===== src/rtl/usb_fifo_bank_if.sv =====
// Bus bundle for usb_fifo_bank: write port, read port, per-channel flush and
// the per-channel status vectors. The master side is the writer/reader, the
// slave side is the FIFO bank itself.
interface usb_fifo_bank_if #(
    parameter int DATA_W = 8,
    parameter int DEPTH  = 8,
    parameter int N_CH   = 4
);
    localparam int CW = $clog2(N_CH);
    localparam int NW = $clog2(DEPTH + 1);

    logic                 w_enable;
    logic [CW-1:0]        w_ch;
    logic [DATA_W-1:0]    w_data;
    logic                 w_last;
    logic                 r_enable;
    logic [CW-1:0]        r_ch;
    logic [DATA_W-1:0]    r_data;
    logic                 r_last;
    logic [N_CH-1:0]      flush;
    logic [N_CH-1:0]      empty;
    logic [N_CH-1:0]      full;
    logic [N_CH-1:0]      pkt_avail;
    logic [N_CH*NW-1:0]   count;
    logic [N_CH-1:0]      overflow;
    logic [N_CH-1:0]      underflow;

    modport master (
        output w_enable, w_ch, w_data, w_last,
        output r_enable, r_ch, flush,
        input  r_data, r_last, empty, full, pkt_avail, count,
        input  overflow, underflow
    );

    modport slave (
        input  w_enable, w_ch, w_data, w_last,
        input  r_enable, r_ch, flush,
        output r_data, r_last, empty, full, pkt_avail, count,
        output overflow, underflow
    );
endinterface


===== src/rtl/usb_fifo_bank.sv =====
// Bank of N_CH independent fall-through byte FIFOs. Each word carries a
// packet-end tag; each channel keeps an occupancy count, a count of complete
// packets held, and sticky overflow/underflow flags cleared by flush or reset.
module usb_fifo_bank #(
    parameter int DATA_W = 8,
    parameter int DEPTH  = 8,
    parameter int N_CH   = 4
) (
    input  logic              clk,
    input  logic              n_rst,
    usb_fifo_bank_if.slave    bus
);
    localparam int CW = $clog2(N_CH);
    localparam int NW = $clog2(DEPTH + 1);
    localparam int PW = $clog2(DEPTH);

    logic [DATA_W:0]   mem     [N_CH][DEPTH];
    logic [PW-1:0]     wr_ptr  [N_CH];
    logic [PW-1:0]     rd_ptr  [N_CH];
    logic [NW-1:0]     cnt     [N_CH];
    logic [NW-1:0]     pkt     [N_CH];
    logic [NW-1:0]     cnt_nxt [N_CH];
    logic [NW-1:0]     pkt_nxt [N_CH];
    logic [N_CH-1:0]   ovf;
    logic [N_CH-1:0]   udf;

    logic [N_CH-1:0]   wr_sel;
    logic [N_CH-1:0]   rd_sel;
    logic [N_CH-1:0]   is_empty;
    logic [N_CH-1:0]   is_full;
    logic [N_CH-1:0]   push_ok;
    logic [N_CH-1:0]   pop_ok;
    logic [N_CH-1:0]   pop_last;
    logic [N_CH-1:0]   ovf_set;
    logic [N_CH-1:0]   udf_set;

    // Per-channel accept/reject decisions and next counter values.
    // A push into a full channel is still accepted when the same channel is
    // popped this cycle; a pop of an empty channel is never accepted, even
    // if a push lands in the same cycle (no bypass).
    always_comb begin
        wr_sel   = '0;
        rd_sel   = '0;
        is_empty = '0;
        is_full  = '0;
        push_ok  = '0;
        pop_ok   = '0;
        pop_last = '0;
        ovf_set  = '0;
        udf_set  = '0;
        for (int i = 0; i < N_CH; i++) begin
            cnt_nxt[i]  = cnt[i];
            pkt_nxt[i]  = pkt[i];
            wr_sel[i]   = bus.w_enable && (bus.w_ch == CW'(i));
            rd_sel[i]   = bus.r_enable && (bus.r_ch == CW'(i));
            is_empty[i] = (cnt[i] == '0);
            is_full[i]  = (cnt[i] == NW'(DEPTH));
            pop_ok[i]   = rd_sel[i] && !is_empty[i];
            push_ok[i]  = wr_sel[i] && (!is_full[i] || pop_ok[i]);
            pop_last[i] = mem[i][rd_ptr[i]][DATA_W];
            ovf_set[i]  = wr_sel[i] && is_full[i] && !pop_ok[i];
            udf_set[i]  = rd_sel[i] && is_empty[i];
            cnt_nxt[i]  = cnt[i] + NW'(push_ok[i]) - NW'(pop_ok[i]);
            pkt_nxt[i]  = pkt[i] + NW'(push_ok[i] && bus.w_last)
                                 - NW'(pop_ok[i] && pop_last[i]);
        end
    end

    // Channel state: storage, pointers, counters and sticky flags; flush
    // takes priority over any access to its channel and keeps storage.
    always_ff @(posedge clk or negedge n_rst) begin
        if (!n_rst) begin
            for (int i = 0; i < N_CH; i++) begin
                for (int j = 0; j < DEPTH; j++) begin
                    mem[i][j] <= '0;
                end
                wr_ptr[i] <= '0;
                rd_ptr[i] <= '0;
                cnt[i]    <= '0;
                pkt[i]    <= '0;
            end
            ovf <= '0;
            udf <= '0;
        end else begin
            for (int i = 0; i < N_CH; i++) begin
                if (bus.flush[i]) begin
                    wr_ptr[i] <= '0;
                    rd_ptr[i] <= '0;
                    cnt[i]    <= '0;
                    pkt[i]    <= '0;
                    ovf[i]    <= 1'b0;
                    udf[i]    <= 1'b0;
                end else begin
                    if (push_ok[i]) begin
                        mem[i][wr_ptr[i]] <= {bus.w_last, bus.w_data};
                        wr_ptr[i]         <= wr_ptr[i] + PW'(1);
                    end
                    if (pop_ok[i]) begin
                        rd_ptr[i] <= rd_ptr[i] + PW'(1);
                    end
                    cnt[i] <= cnt_nxt[i];
                    pkt[i] <= pkt_nxt[i];
                    if (ovf_set[i]) begin
                        ovf[i] <= 1'b1;
                    end
                    if (udf_set[i]) begin
                        udf[i] <= 1'b1;
                    end
                end
            end
        end
    end

    // Fall-through head word of the selected read channel.
    assign {bus.r_last, bus.r_data} = mem[bus.r_ch][rd_ptr[bus.r_ch]];

    assign bus.overflow  = ovf;
    assign bus.underflow = udf;
    assign bus.empty     = is_empty;
    assign bus.full      = is_full;

    for (genvar g = 0; g < N_CH; g++) begin : g_status
        assign bus.count[g*NW +: NW] = cnt[g];
        assign bus.pkt_avail[g]      = (pkt[g] != '0);
    end
endmodule


===== src/flat_wrapper.sv =====
// flat-port wrapper written by rule: the top's interface ports become plain ports
module usb_fifo_bank_flat 
#(
    parameter int DATA_W = 8,
    parameter int DEPTH  = 8,
    parameter int N_CH   = 4
)
  (clk, n_rst, bus_w_enable, bus_w_ch, bus_w_data, bus_w_last, bus_r_enable, bus_r_ch, bus_flush, bus_r_data, bus_r_last, bus_empty, bus_full, bus_pkt_avail, bus_count, bus_overflow, bus_underflow);
  usb_fifo_bank_if #(.DATA_W(DATA_W), .DEPTH(DEPTH), .N_CH(N_CH)) bus_i ();
  input  logic clk;
  input  logic n_rst;
  input wire logic [$bits(bus_i.w_enable)-1:0] bus_w_enable;
  input wire logic [$bits(bus_i.w_ch)-1:0] bus_w_ch;
  input wire logic [$bits(bus_i.w_data)-1:0] bus_w_data;
  input wire logic [$bits(bus_i.w_last)-1:0] bus_w_last;
  input wire logic [$bits(bus_i.r_enable)-1:0] bus_r_enable;
  input wire logic [$bits(bus_i.r_ch)-1:0] bus_r_ch;
  input wire logic [$bits(bus_i.flush)-1:0] bus_flush;
  output wire logic [$bits(bus_i.r_data)-1:0] bus_r_data;
  output wire logic [$bits(bus_i.r_last)-1:0] bus_r_last;
  output wire logic [$bits(bus_i.empty)-1:0] bus_empty;
  output wire logic [$bits(bus_i.full)-1:0] bus_full;
  output wire logic [$bits(bus_i.pkt_avail)-1:0] bus_pkt_avail;
  output wire logic [$bits(bus_i.count)-1:0] bus_count;
  output wire logic [$bits(bus_i.overflow)-1:0] bus_overflow;
  output wire logic [$bits(bus_i.underflow)-1:0] bus_underflow;
  assign bus_i.w_enable = bus_w_enable;
  assign bus_i.w_ch = bus_w_ch;
  assign bus_i.w_data = bus_w_data;
  assign bus_i.w_last = bus_w_last;
  assign bus_i.r_enable = bus_r_enable;
  assign bus_i.r_ch = bus_r_ch;
  assign bus_i.flush = bus_flush;
  assign bus_r_data = bus_i.r_data;
  assign bus_r_last = bus_i.r_last;
  assign bus_empty = bus_i.empty;
  assign bus_full = bus_i.full;
  assign bus_pkt_avail = bus_i.pkt_avail;
  assign bus_count = bus_i.count;
  assign bus_overflow = bus_i.overflow;
  assign bus_underflow = bus_i.underflow;
  usb_fifo_bank #(.DATA_W(DATA_W), .DEPTH(DEPTH), .N_CH(N_CH)) u_core (.clk(clk), .n_rst(n_rst), .bus(bus_i));
endmodule

===== config.mk =====
export PLATFORM = sky130hd
export DESIGN_NAME = usb_fifo_bank_flat
export DESIGN_NICKNAME = d
export VERILOG_FILES = /design/src/rtl/usb_fifo_bank_if.sv /design/src/rtl/usb_fifo_bank.sv /design/src/flat_wrapper.sv
export SDC_FILE = /design/constraint.sdc
export NUM_CORES = 1
export LEC_CHECK = 0
export ABC_AREA = 1
export CAP_MARGIN = 0
export CELL_PAD_IN_SITES_DETAIL_PLACEMENT = 1
export CELL_PAD_IN_SITES_GLOBAL_PLACEMENT = 1
export CORE_AREA = 2 2 254 256
export CTS_BUF_LIST = sky130_fd_sc_hd__clkbuf_2 sky130_fd_sc_hd__clkbuf_4 sky130_fd_sc_hd__clkbuf_8
export DETAILED_ROUTE_END_ITERATION = 16
export DIE_AREA = 0 0 256 258
export GPL_TIMING_DRIVEN = 0
export PLACE_DENSITY = 0.54
export SLEW_MARGIN = 20
export SYNTH_ARGS = -nofsm -noshare
export SYNTH_HDL_FRONTEND = slang
export SYNTH_SLANG_ARGS = --single-unit

===== constraint.sdc =====
create_clock -name clk -period 5.2 [get_ports clk]
set_clock_uncertainty 0.2 [all_clocks]
set_input_delay 1.56 -clock clk [delete_from_list [all_inputs] [get_ports clk]]
set_output_delay 1.56 -clock clk [all_outputs]
set_load 0.01 [all_outputs]

* After elaboration in Yosys (flattened, before gate mapping)
Index checks and enable logic that the tools add are counted.
** Storage, ports and cells
- Register bits :: 352
- Input bits :: 21
- Output and inout port bits :: 45
- Logic and storage cells :: 277
** Operators by class
- Add/subtract/negate cells :: 24
- Order comparisons :: 14
- Equality and inequality tests :: 10
- Muxes and demuxes :: 73
- Bitwise gates (word level) :: 14
- Reductions and logical operators :: 86
** Operators with widths (count)
- $bwmux 72 :: 4
- $bmux 72 s2 :: 1
- $mux 72 :: 2
- $bmux 9 s3 :: 5
- $mux 9 :: 14
- $demux 9 s3 :: 4
- $mux 3 :: 18
- $logic_and 1x1->1 :: 40
- $ge 4x4->1 const B :: 9
- $not 3->4 :: 9
- $add 4x1->4 :: 8
- $mux 4 :: 8
- $reduce_bool 2->1 :: 16
- $sub 4x1->4 :: 8
- $add 3x1->3 const B :: 8
- $eq 4x4->1 const B :: 4
- $logic_not 4->1 :: 4
- $lt 4x1->1 const B :: 4
- $mux 1 :: 16
- $reduce_bool 4->1 :: 4
- $logic_not 1->1 :: 12
- $eq 2x2->1 const B :: 4
- $reduce_and 2->1 :: 4
- $bmux 3 s2 :: 1
- other kinds (6) :: 14

* Logic depth before layout (Yosys ltp)
- Word-level depth :: 9
- Mapped depth :: 14

* Worst setup path after synthesis
Ideal clock, no wire load.
- Path type :: input to output
- Start point :: input bus_r_ch[1]
- End point :: output bus_r_data[0]
- Arrival :: 2.786 ns
- Data required time :: 3.440 ns
- Slack :: 0.654 ns
- Stages :: 10
- Cell sequence :: buf_4 > buf_2 > nand3_1 > nand2_1 > nor2_2 > buf_2 > nand3_1 > nand2_1 > nand2_1 > nand2_1
** On the way
- Word-level cells in the longest chain between the ends :: 8
** RTL lines
- start: declaration :: line flat_wrapper.sv:17 : input wire logic [$bits(bus_i.r_ch)-1:0] bus_r_ch;
- $not 2->3 (not written as such) (*) :: line usb_fifo_bank.sv:115 : assign {bus.r_last, bus.r_data} = mem[bus.r_ch][rd_ptr[bus.r_ch]];
- $bmux 3 s2 :: line usb_fifo_bank.sv:115
- $mux 3 (not written as such) (2 in series) :: line usb_fifo_bank.sv:115
- $not 3->4 (not written as such) :: line usb_fifo_bank.sv:115
- $bmux 9 s3 (*) :: line usb_fifo_bank.sv:115
- $mux 9 (not written as such) (*) (2 in series) :: line usb_fifo_bank.sv:115
- end: declaration :: line flat_wrapper.sv:19 : output wire logic [$bits(bus_i.r_data)-1:0] bus_r_data;
Every way passes the cells marked *; elsewhere a longest branch is shown, timed or not. The select of a mux whose other input is x is not followed.

* Worst setup path after layout
- Start point :: input bus_r_ch[0]
- End point :: output bus_r_data[7]
Same word-level chain as after synthesis.

==> results.md <==
| Quantity | This run |
|:---|:---|
| Num rows | 93 |
| Result of the run | completed |
| Number of antenna violations at the first check in global routing | 2 |
| Number of primary I/O pins | 66 |
| Worst-case register-to-register setup slack | 1920 ps |
| Min Hold Slack | 269 ps |
| Vertical die dimension | 258 um |
| EDFF count, synth | 0 |
| Data arrival, critical path | 3390 ps |
| Final RePlAce weighted congestion | 0.905 |
| Synth warn | 0 |
| Power density relative to cell area | 352 mW/mm^2 |
| Final critical path time including I/O delays and setup | 5150 ps |
| Clk Latency, worst-skew pair | 650 ps |
| Quantity of hold-fixing buffers added after cts | 0 |
| Rel. slew slack | 17.0% |
| Max-cap violation count | 0 |
| DR vias | 18200 |
| Clock slew seen by the registers of the worst setup and hold paths | 60 ps |
| Depth of the worst register-to-register path | 13 |
| Hold path depth | 2 |
| CP Capture Type | output port |
| Largest net degree at the start of global routing | 88 |
| PnR worst setup slack | 51.8 ps |
| Congestion Overflow GR | 0 |
| Number of distinct standard cells referenced by the synthesized netlist | 32 |
| Maximum number of buffers from clock root to sink | 3 |
| Critical path class | in2out |
| Total count of hold-check failures in the final report | 0 |
| Starting DRT DRC Count | 1250 |
| Horiz. Die Dim | 256 um |
| Pre-CTS setup slack | -1140 ps |
| Fraction of registers with async set or reset after synthesis | 100% |
| Post-Layout Inst Area | 0.0226 sq mm |
| Cell taking the most area after synthesis | sky130_fd_sc_hd__dfrtp_1 |
| Filler cell count in the final layout | 7849 |
| R2R Path End | u_core.pkt[9] |
| Total routing usage reported by global routing | 26.3% |
| Leading register cell type out of synthesis | sky130_fd_sc_hd__dfrtp_1 |
| Via count of the first global-routing pass | 18800 |
| Number of max-slew violations in the final report | 0 |
| Worst Hold Path EP | u_core.mem[202] |
| Most used standard cell by instance count after synthesis | sky130_fd_sc_hd__nand2_1 |
| Leakage component of the power | 12.3 nW |
| Required arrival time at the worst endpoint | 3440 ps |
| Final setup fails | 0 |
| Largest cells by area after synthesis | sky130_fd_sc_hd__dfrtp_1, sky130_fd_sc_hd__nand2_1, sky130_fd_sc_hd__nand3_1, sky130_fd_sc_hd__nor2_1, sky130_fd_sc_hd__ha_1 |
| Initial Utilization | 29.7% |
| Cell area after synthesis | 0.0189 sq mm |
| Class of the most critical hold timing path | reg2reg |
| Worst Hold Launch | u_core.mem[202] |
| Avg Synthesized Cell Area | 7.45 sq um |
| Critical Path Fanout Max | 10 |
| Number of nets produced by synthesis | 2618 |
| Transition at the pin with the smallest max-transition slack | 1250 ps |
| CTS sink cnt | 352 |
| Mapped Cells | 2537 |
| Post-detailed-placement cell area | 0.0207 sq mm |
| Via density per instance | 5.06 |
| IO Port Bufs | 62 |
| Core utilization of the finished layout | 35.4% |
| Master cell of the clock root buffer | sky130_fd_sc_hd__clkbuf_8 |
| Number of DRC violations after detailed routing | 0 |
| CTS H-tree depth | 3 |
| Worst IR Drop VDD | 0.174 mV |
| Top cell type's share of synthesized area | 46.6% |
| Number of nets in the layout | 2770 |
| Setup TNS | 0 ps |
| Detailed placement HPWL | 64.1 mm |
| Global-route wire length before repair | 127 mm |
| Antenna viol nets, final | 0 |
| Category of the worst setup path launch point | primary input |
| Clock buffers created by TritonCTS | 70 |
| Maximum frequency from static timing analysis | 194 MHz |
| Placeable Area | 0.0636 sq mm |
| Clock tree from TritonCTS | built |
| Synthesized flop and latch total | 352 |
| Routed wirelength normalized by instance count | 24.2 um |
| Area of the die | 0.0660 sq mm |
| Final Cycle Share | 99.0% |
| Pre-antenna DRT Iters | 7 |
| Portion of the post-synthesis area used by sequential elements | 46.6% |
| Launch point of the worst reg-to-reg path | u_core.bus.count[6] |
| Area growth from synthesis to final layout | 19.4% |
| Share of layout cells above drive strength 1 | 11.6% |
| Aggregate routed wire length | 86.6 mm |
| Commonest cells post-synth | sky130_fd_sc_hd__nand2_1, sky130_fd_sc_hd__nand3_1, sky130_fd_sc_hd__dfrtp_1 |
==> cell usage in the layout, fill, tap and decap left out, types with 19 or more instances in the layout <==
cell type / synthesis / routed
sky130_fd_sc_hd__buf_6: 9 / 19
sky130_fd_sc_hd__o21ai_0: 36 / 36
sky130_fd_sc_hd__clkbuf_1: 61 / 27
sky130_fd_sc_hd__clkbuf_2: 0 / 26
sky130_fd_sc_hd__nor2_1: 187 / 186
sky130_fd_sc_hd__inv_1: 105 / 105
sky130_fd_sc_hd__nand2_2: 12 / 29
sky130_fd_sc_hd__ha_1: 52 / 52
sky130_fd_sc_hd__nand2_1: 985 / 967
sky130_fd_sc_hd__clkbuf_4: 0 / 35
sky130_fd_sc_hd__dfrtp_1: 352 / 352
sky130_fd_sc_hd__clkdlybuf4s50_1: 0 / 52
sky130_fd_sc_hd__a21oi_1: 20 / 20
sky130_fd_sc_hd__buf_4: 4 / 25
sky130_fd_sc_hd__buf_2: 48 / 36
sky130_fd_sc_hd__clkbuf_8: 0 / 91
sky130_fd_sc_hd__nand3_1: 556 / 551
==> per-stage QoR <==
step / total power, mW / cells
2_1_floorplan: 4.16 / 2537
3_3_place_gp: 4.97 / 3454
3_5_place_dp: 5.02 / 3458
4_1_cts: 8.02 / 3583
5_1_grt: 8.38 / 3585
6_report: 7.95 / 3585
==> area by class of cell <==
type	count	area (sq um)	share of cell area (%)
multi-input combinational	1935	9100	40.4
sequential	352	8810	39.1
clock buffer	109	1360	6.04
tap	855	1070	4.74
buffer	138	916	4.06
timing repair buffer	80	857	3.80
inverter	112	423	1.87
clock inverter	3	15.0	0.0666
antenna	1	2.50	0.0111
==> kinds of logic after synthesis <==
| logic type | after synthesis | synth area share, % |
|---|---|---|
| adders and majority gates | 60 | 4.29 |
| AOI/OAI and AO/OA | 84 | 2.40 |
| DFF | 352 | 46.6 |
| and+or+nand+nor | 1775 | 40.2 |
| buffers and inverters | 250 | 5.72 |
| xor gates and xnor gates | 16 | 0.742 |
==> flip-flops by register name, summed over array words and instances (netlist names) <==
signal                flops
u_core.bus.underflow      4
u_core.bus.overflow       4
u_core.rd_ptr            12
u_core.wr_ptr            12
u_core.pkt               16
u_core.bus.count         16
u_core.mem              288
==> report_power, final <==
group | total, mW | switching (mW) | internal (mW)
clock | 2.92 | 1.28 | 1.64
combinational | 1.85 | 1.17 | 0.680
sequential | 3.17 | 0.170 | 3.00
total | 7.95 | 2.62 | 5.32
==> worst max-delay path by stage <==
stage                     cells after the start        start              end
after floorplan                              10  bus_r_ch[1]    bus_r_data[0]
after global placement                        1        n_rst  u_core.mem[263]
after detailed placement                     13  bus_r_ch[1]    bus_r_data[2]
after CTS                                    14  bus_r_ch[0]    bus_r_data[4]
after global routing                         15  bus_r_ch[0]    bus_r_data[2]
final                                        14  bus_r_ch[0]    bus_r_data[7]
==> layer usage <==
metal  GRT usage [%]  vias to the layer above  share of wire [%]
met5               0                        -              0.015
met4            11.4                        2                4.1
met3            4.51                      150                5.0
met2            42.3                      411                 46
met1            35.0                     9105                 45
li1                -                     8489                  -
==> timing repair <==
action                     4_1_cts  5_1_grt
setup endpoints to repair        9        9
setup buffers                   12        1
resized for setup              110       48
hold endpoints to repair         0        0
pin swaps                        5        3
gates cloned                     1        0
==> critical path: stages <==
cell and delay (ps):
sky130_fd_sc_hd__buf_8 130, sky130_fd_sc_hd__nor2_4 150, sky130_fd_sc_hd__buf_12 130, sky130_fd_sc_hd__buf_12 140, sky130_fd_sc_hd__clkbuf_8 180, sky130_fd_sc_hd__nand2_1 80, sky130_fd_sc_hd__nand2_1 120, sky130_fd_sc_hd__nor2_1 50
sky130_fd_sc_hd__nand2_1 60, sky130_fd_sc_hd__nand3_1 140, sky130_fd_sc_hd__nand2_1 120, sky130_fd_sc_hd__nand2_1 130, sky130_fd_sc_hd__nand2_2 130, sky130_fd_sc_hd__clkdlybuf4s15_1 240
Note: power is estimated with default switching activity, not from simulation.
